$ cat src/rtl/vid_pkg.sv
// Shared types and constants for the text VRAM fetch path.
package vid_pkg;

  typedef enum logic [1:0] {
    IDLE   = 2'd0,
    PRIME  = 2'd1,
    ACTIVE = 2'd2
  } state_t;

  localparam int CHAR_W   = 8;
  localparam int COLS_W   = 7;
  localparam int RASTER_W = 3;

  // Slot phases: address out, code in / CG address out, pattern in, shifter load.
  localparam logic [2:0] PH_VA   = 3'd0;
  localparam logic [2:0] PH_CGA  = 3'd1;
  localparam logic [2:0] PH_CGD  = 3'd3;
  localparam logic [2:0] PH_LOAD = 3'd7;

  function automatic logic [CHAR_W+RASTER_W-1:0] cg_addr(
    input logic [CHAR_W-1:0]   code,
    input logic [RASTER_W-1:0] raster
  );
    return {code, raster};
  endfunction

endpackage

$ cat src/rtl/text_vram_fetch_if.sv
// Bus bundle between the CRTC/VRAM/CG ROM side and the text fetcher.
interface text_vram_fetch_if #(
  parameter int ADDR_W = 11
);
  logic              PCE;
  logic              FS;
  logic              LS;
  logic [ADDR_W-1:0] START_ADDR;
  logic [6:0]        COLS;
  logic [ADDR_W-1:0] VA;
  logic [7:0]        VDO;
  logic [10:0]       CG_A;
  logic [7:0]        CG_D;
  logic              PIX;
  logic              DE_OUT;

  // The fetcher issues VRAM/CG addresses and pixels.
  modport master (
    input  PCE, FS, LS, START_ADDR, COLS, VDO, CG_D,
    output VA, CG_A, PIX, DE_OUT
  );

  // Timing generator, memories and pixel mixer.
  modport slave (
    output PCE, FS, LS, START_ADDR, COLS, VDO, CG_D,
    input  VA, CG_A, PIX, DE_OUT
  );
endinterface

$ cat src/rtl/text_shifter.sv
// 8-bit pixel shifter with a down-counting pixel budget that produces DE.
module text_shifter
  import vid_pkg::*;
#(
  parameter int CNT_W = COLS_W + 3
) (
  input  logic              clk,
  input  logic              rst_n,
  input  logic              pce,
  input  logic              clr,
  input  logic              start,
  input  logic [CNT_W-1:0]  count,
  input  logic              load,
  input  logic [CHAR_W-1:0] data,
  output logic              pix,
  output logic              de,
  output logic              last
);

  logic [CHAR_W-1:0] shreg;
  logic [CNT_W-1:0]  pix_cnt;

  // Load or shift the pattern and count down the remaining visible pixels.
  always_ff @(posedge clk) begin
    if (!rst_n) begin
      shreg   <= '0;
      pix_cnt <= '0;
    end else if (pce) begin
      if (clr) begin
        shreg   <= '0;
        pix_cnt <= '0;
      end else begin
        if (start)
          pix_cnt <= count;
        else if (pix_cnt != '0)
          pix_cnt <= pix_cnt - CNT_W'(1);
        if (load)
          shreg <= data;
        else
          shreg <= {shreg[CHAR_W-2:0], 1'b0};
      end
    end
  end

  assign de   = (pix_cnt != '0);
  assign last = (pix_cnt == CNT_W'(1));
  // Gate with DE so an aborted or finished line never leaks a stale bit.
  assign pix  = shreg[CHAR_W-1] & de;

endmodule

$ cat src/rtl/text_vram_fetch.sv
// Text VRAM reader: walks character addresses, looks up CG patterns and
// feeds the pixel shifter one character slot (8 enabled cycles) ahead.
//
//   state  | meaning
//   IDLE   | between lines, waiting for LS
//   PRIME  | first slot of a line: fetch char 0, nothing displayed yet
//   ACTIVE | pixels shifting out while the next character is fetched
module text_vram_fetch
  import vid_pkg::*;
#(
  parameter int ADDR_W     = 11,
  parameter int RASTER_MAX = 7
) (
  input logic               VCLK,
  input logic               VRST_N,
  text_vram_fetch_if.master bus
);

  localparam int CNT_W = COLS_W + 3;
  localparam logic [RASTER_W-1:0] RASTER_LAST = RASTER_W'(RASTER_MAX);

  state_t                     state;
  logic [2:0]                 phase;
  logic [ADDR_W-1:0]          row_base;
  logic [ADDR_W-1:0]          va;
  logic [COLS_W-1:0]          idx;
  logic [COLS_W-1:0]          cols_lat;
  logic [RASTER_W-1:0]        raster;
  logic [CHAR_W+RASTER_W-1:0] cg_a;
  logic [CHAR_W-1:0]          pattern_hold;
  logic                       fetch_ok;

  logic                       sh_clr;
  logic                       sh_start;
  logic                       sh_load;
  logic                       sh_last;
  logic                       sh_pix;
  logic                       sh_de;
  logic [CNT_W-1:0]           sh_count;
  logic [ADDR_W-1:0]          idx_ext;
  logic [ADDR_W-1:0]          cols_ext;

  assign idx_ext  = ADDR_W'(idx);
  assign cols_ext = ADDR_W'(cols_lat);
  assign sh_count = {cols_lat, 3'b000};

  // Shifter control: any FS/LS aborts the line; slot end loads the next pattern.
  always_comb begin
    sh_clr   = 1'b0;
    sh_start = 1'b0;
    sh_load  = 1'b0;
    if (bus.FS || bus.LS) begin
      sh_clr = 1'b1;
    end else if (state == PRIME && phase == PH_LOAD) begin
      sh_start = 1'b1;
      sh_load  = 1'b1;
    end else if (state == ACTIVE && phase == PH_LOAD && !sh_last) begin
      sh_load = 1'b1;
    end
  end

  // Line sequencing, fetch pipeline and raster/row bookkeeping.
  always_ff @(posedge VCLK) begin
    if (!VRST_N) begin
      state        <= IDLE;
      phase        <= PH_VA;
      row_base     <= '0;
      va           <= '0;
      idx          <= '0;
      cols_lat     <= '0;
      raster       <= '0;
      cg_a         <= '0;
      pattern_hold <= '0;
      fetch_ok     <= 1'b0;
    end else if (bus.PCE) begin
      // Frame start lands first so a coincident LS sees the new row_base.
      if (bus.FS) begin
        row_base <= bus.START_ADDR;
        raster   <= '0;
      end
      if (bus.LS) begin
        idx      <= '0;
        cols_lat <= bus.COLS;
        phase    <= PH_VA;
        fetch_ok <= 1'b0;
        state    <= (bus.COLS != '0) ? PRIME : IDLE;
      end else if (bus.FS) begin
        state    <= IDLE;
        phase    <= PH_VA;
        fetch_ok <= 1'b0;
      end else if (state != IDLE) begin
        phase <= phase + 3'd1;
        if (phase == PH_VA) begin
          if (idx < cols_lat) begin
            va       <= row_base + idx_ext;
            idx      <= idx + COLS_W'(1);
            fetch_ok <= 1'b1;
          end else begin
            fetch_ok <= 1'b0;
          end
        end
        if (phase == PH_CGA && fetch_ok)
          cg_a <= cg_addr(bus.VDO, raster);
        if (phase == PH_CGD && fetch_ok)
          pattern_hold <= bus.CG_D;
        if (state == PRIME && phase == PH_LOAD)
          state <= ACTIVE;
        if (state == ACTIVE && sh_last) begin
          state <= IDLE;
          phase <= PH_VA;
          if (raster == RASTER_LAST) begin
            raster   <= '0;
            row_base <= row_base + cols_ext;
          end else begin
            raster <= raster + RASTER_W'(1);
          end
        end
      end
    end
  end

  text_shifter #(
    .CNT_W(CNT_W)
  ) u_shifter (
    .clk   (VCLK),
    .rst_n (VRST_N),
    .pce   (bus.PCE),
    .clr   (sh_clr),
    .start (sh_start),
    .count (sh_count),
    .load  (sh_load),
    .data  (pattern_hold),
    .pix   (sh_pix),
    .de    (sh_de),
    .last  (sh_last)
  );

  assign bus.VA     = va;
  assign bus.CG_A   = cg_a;
  assign bus.PIX    = sh_pix;
  assign bus.DE_OUT = sh_de;

endmodule

$ cat src/flat_wrapper.sv
// flat-port wrapper written by rule: the top's interface ports become plain ports
module text_vram_fetch_flat import vid_pkg::*;
#(
  parameter int ADDR_W     = 11,
  parameter int RASTER_MAX = 7
)
  (VCLK, VRST_N, bus_PCE, bus_FS, bus_LS, bus_START_ADDR, bus_COLS, bus_VDO, bus_CG_D, bus_VA, bus_CG_A, bus_PIX, bus_DE_OUT);
  text_vram_fetch_if #(.ADDR_W(ADDR_W)) bus_i ();
  input logic VCLK;
  input logic VRST_N;
  input wire logic [$bits(bus_i.PCE)-1:0] bus_PCE;
  input wire logic [$bits(bus_i.FS)-1:0] bus_FS;
  input wire logic [$bits(bus_i.LS)-1:0] bus_LS;
  input wire logic [$bits(bus_i.START_ADDR)-1:0] bus_START_ADDR;
  input wire logic [$bits(bus_i.COLS)-1:0] bus_COLS;
  input wire logic [$bits(bus_i.VDO)-1:0] bus_VDO;
  input wire logic [$bits(bus_i.CG_D)-1:0] bus_CG_D;
  output wire logic [$bits(bus_i.VA)-1:0] bus_VA;
  output wire logic [$bits(bus_i.CG_A)-1:0] bus_CG_A;
  output wire logic [$bits(bus_i.PIX)-1:0] bus_PIX;
  output wire logic [$bits(bus_i.DE_OUT)-1:0] bus_DE_OUT;
  assign bus_i.PCE = bus_PCE;
  assign bus_i.FS = bus_FS;
  assign bus_i.LS = bus_LS;
  assign bus_i.START_ADDR = bus_START_ADDR;
  assign bus_i.COLS = bus_COLS;
  assign bus_i.VDO = bus_VDO;
  assign bus_i.CG_D = bus_CG_D;
  assign bus_VA = bus_i.VA;
  assign bus_CG_A = bus_i.CG_A;
  assign bus_PIX = bus_i.PIX;
  assign bus_DE_OUT = bus_i.DE_OUT;
  text_vram_fetch #(.ADDR_W(ADDR_W), .RASTER_MAX(RASTER_MAX)) u_core (.VCLK(VCLK), .VRST_N(VRST_N), .bus(bus_i));
endmodule
$ cat config.mk
export PLATFORM = sky130hd
export DESIGN_NAME = text_vram_fetch_flat
export DESIGN_NICKNAME = d
export VERILOG_FILES = /design/src/rtl/vid_pkg.sv /design/src/rtl/text_vram_fetch_if.sv /design/src/rtl/text_shifter.sv /design/src/rtl/text_vram_fetch.sv /design/src/flat_wrapper.sv
export SDC_FILE = /design/constraint.sdc
export NUM_CORES = 1
export LEC_CHECK = 0
export ABC_AREA = 1
export BUFFER_PORTS_ARGS = -buffer_cell sky130_fd_sc_hd__buf_2
export CORE_ASPECT_RATIO = 1.25
export CORE_MARGIN = 3
export CORE_UTILIZATION = 53
export DETAILED_ROUTE_END_ITERATION = 16
export GPL_TIMING_DRIVEN = 0
export PLACE_DENSITY_LB_ADDON = 0.12
export SLEW_MARGIN = 20
export SYNTH_ARGS = -nofsm -noshare
export SYNTH_HDL_FRONTEND = slang
export SYNTH_SLANG_ARGS = --single-unit
$ cat constraint.sdc
create_clock -name VCLK -period 1.8 [get_ports VCLK]
set_input_delay 0.36 -clock VCLK [delete_from_list [all_inputs] [get_ports VCLK]]
set_output_delay 0.36 -clock VCLK [all_outputs]
set_load 0.01 [all_outputs]
==> flow_metrics.py <==
metrics = {
    "setup_path": {
        "worst_path_dominant_cell_family": "simple AND/OR/NAND/NOR gates",
        "r2r_end": "u_core.bus.VA[6]",
        "crit_path_top_delay_cell": "dfxtp_1",
        "reg2reg_depth": 7,
        "startpoint": "u_core.u_shifter.pix_cnt[5]",
        "path_cells": "nor2_2 -> nand2_4 -> nor2_4 -> a21boi_1 -> buf_2",
        "regToRegSetupSlack_ns": 0.06,
        "worstSetupEndpointType": "output pin",
        "crit_arrival_ns": 1.41,
        "crit_fanout": 7,
        "critPathKind": "reg -> out",
        "startpoint_type": "flip-flop",
        "crit_buf_inv": 1,
        "crit_required_ns": 1.44,
        "critical_path.max_stage_delay_ns": 0.35,
        "reg2reg_from": "u_core.idx[3]",
    },
    "clock_network": {
        "cts_buffer_depth": 2,
        "cts_tree": "done",
        "clk_pin_slew_ns": 0.06,
        "cts.htree.levels": 3,
        "insertion_delay_ns": 0.35,
        "cts_root_buffer": "clkbuf_16",
        "cts_num_sinks": 82,
        "numCtsBuffers": 9,
    },
    "placed_design": {
        "routabilityCongestion": 0.9267,
        "port_buffers": 60,
        "placed_area_um2": 5459,
        "place_ws_ns": -0.2155,
        "hpwlAfterDp_um": 10240,
    },
    "global_route": {
        "grt_pass1_vias": 4681,
        "grt_usage_pct": 26.71,
        "grt_max_degree": 15,
        "globalRouteOverflowTotal": 0,
        "grt_pass1_wl_um": 22220,
        "antenna_found_initial": 0,
    },
    "sta": {
        "finalSetupViolCount": 0,
        "period_needed_ns": 1.773,
        "finClkSkew_ns": 0.006517,
        "worst_slew_pin_slew_ns": 0.8187,
        "final_max_slew_viol_count": 0,
        "setup_tns_ns": 0,
        "max_clock_freq_ghz": 0.5641,
        "worst_slack_ns": 0.02720,
        "hold_violations": 0,
        "rsz0062_at_grt": "true",
        "slew_headroom_pct": 45.42,
        "fin_crit_sh_pct": 98.49,
    },
    "layout": {
        "antenna_cells": 0,
        "fin_nets": 891,
        "drive_gt1_share_pct": 22.79,
        "design_area_um2": 6185,
        "area_growth_pct": 23.57,
        "fin_util_pct": 67.42,
    },
    "logic_synthesis": {
        "synth_xor_area_share_pct": 2.975,
        "syn_inst": 734,
        "synthSimpleGateAreaFrac_pct": 31.40,
        "synth_fa_ha_area_share_pct": 8.300,
        "synth_compound_area_share_pct": 14.33,
        "synth_seq_cells": 82,
        "synth_mux_area_share_pct": 1.000,
        "synth_top_area_cell": "dfxtp_1",
        "avgSynthCellArea_um2": 6.819,
        "netlist.area_leader.share_pct": 32.80,
        "synth_top_family_by_area": "simple AND/OR/NAND/NOR gates",
        "ys_warn_count": 0,
        "synth.area.top_cells": "dfxtp_1, nand2_1, a21oi_1, ha_1, inv_1",
        "synth_ff_type": "dfxtp_1",
        "synth-async-reset-ratio_pct": 0,
        "synth_edf_count": 0,
        "yosysUniqueCellTypes": 40,
        "seq_area_frac_synth_pct": 32.80,
        "syn-num-nets": 805,
        "synth_area_um2": 5005,
    },
    "floorplanning": {
        "start_util_pct": 54.56,
        "core_area_um2": 9174,
        "die_h_um": 114.6,
        "dieArea_um2": 10650,
        "die_w_um": 92.92,
        "num_rows": 39,
        "ios": 63,
    },
    "drt": {
        "wl_um": 14160,
        "ant_nets": 0,
        "wl_per_cell_um": 14.94,
        "drt_iter0_drc": 215,
        "first_pass_iters": 5,
        "drc": 0,
        "via_count": 5017,
        "viasPerCell": 5.292,
    },
    "pwr": {
        "leakagePower_uw": 0.002863,
        "ir_worst_vdd_mv": 0.5807,
        "power.density_nw_per_um2": 797.1,
    },
    "hold_path": {
        "min_from": "bus_VDO[5]",
        "hold_depth": 3,
        "hold_path_end": "u_core.bus.CG_A[8]",
        "min_path_type": "in -> reg",
    },
    "run": {
        "cap_viol_max_count": 0,
    },
    "outcome": {
        "outcome": "finished, final reports clean",
    },
}
-- worst max-delay path by stage --
stage | endpoint | cells after the start
3_5_place_dp | u_core.bus.VA[10] | 9
6_report | bus_PIX | 5
3_3_place_gp | u_core.bus.VA[10] | 9
5_1_grt | u_core.bus.VA[4] | 8
4_1_cts | u_core.bus.VA[2] | 9
2_1_floorplan | u_core.bus.VA[10] | 9
-- state kept, by name, summed over array words and instances (netlist names) --
| signal | flops |
|---|---|
| u_core.idx | 7 |
| u_core.pattern_hold | 8 |
| u_core.phase | 3 |
| u_core.bus.CG_A | 11 |
| u_core.row_base | 11 |
| u_core.fetch_ok | 1 |
| u_core.state | 2 |
| u_core.bus.VA | 11 |
| u_core.u_shifter.shreg | 8 |
| u_core.u_shifter.pix_cnt | 10 |
| u_core.cols_lat | 7 |
| u_core.raster | 3 |
-- report_power, final --
part           total (uW)  internal (uW)  switching [uW]
sequential           1940           1880            67.7
clock                2140           1360             783
combinational         843            311             532
total                4930           3550            1380
-- kinds of logic (layout without fill, tap and decap cells) --
family          after synthesis  in the layout
buf+inv                     110            200
mux                           5              5
compound gates              138            138
simple gates                350            351
fa+ha+maj                    32             32
flops                        82             82
xor+xnor                     17             17
-- final cells by class --
class,count,area (um2)
well taps,123,153.9
plain buffers,23,131.4
multi-input cells,543,3143
inverters,87,336.6
clock buffers,10,229.0
fillers,842,2989
clock inverters,6,115.1
flip-flops and latches,82,1670
repair buffers,74,405.4
-- Yosys cell counts (all sizes together), types with 2 or more instances --
cell,n
nand3b,9
a21oi,79
fa,2
nor2,90
xnor2,5
ha,30
o21ai,53
buf,12
nor3,4
o211ai,2
inv,87
nand4,8
dfxtp,82
clkbuf,11
nand3,48
mux2i,5
nand2,188
a21boi,2
xor2,12
-- stage by stage --
stage | cells | total power (uW) | hold WS (ns)
CTS | 937 | 4863 | 0.2339
detailed placement | 917 | 2718 | 0.4473
floorplan | 734 | 2499 | 0.4237
global route | 948 | 5121 | 0.2494
finish | 948 | 4930 | 0.2380
global placement | 917 | 2702 | 0.4346
-- per-layer routing --
layer | global-route usage, % | part of all wire, % | up-vias
met3 | 4.602 | 4.5 | 32
met2 | 48.01 | 52 | 120
met4 | 11.34 | 3.1 | 0
li1 | - | - | 2551
met1 | 31.00 | 41 | 2314
met5 | 0 | 0 | -
-- worst min-delay path, cell delays in order --
cell and delay, ns:
buf_2 0.07, nor2_1 0.03, nor2_1 0.08
-- what timing repair did --
item                                   4_1_cts  5_1_grt
buffers inserted                             4       10
setup endpoints to repair                   37       45
endpoints found under the hold margin        0        0
resized for setup                           22       56
hold buffers                                 0        0
pin swaps                                    5       16
cloned                                       0        1
-- cell usage in the layout (no fill, tap or decap), drive strengths merged, types with 8 or more instances in the layout --
cell / Yosys / routed
nand2: 188 / 188
nor2: 90 / 91
inv: 87 / 87
buf: 12 / 85
dfxtp: 82 / 82
a21oi: 79 / 79
o21ai: 53 / 53
nand3: 48 / 48
ha: 30 / 30
clkbuf: 11 / 22
xor2: 12 / 12
nand3b: 9 / 9
nand4: 8 / 8
Note: power is estimated with default switching activity, not from simulation.
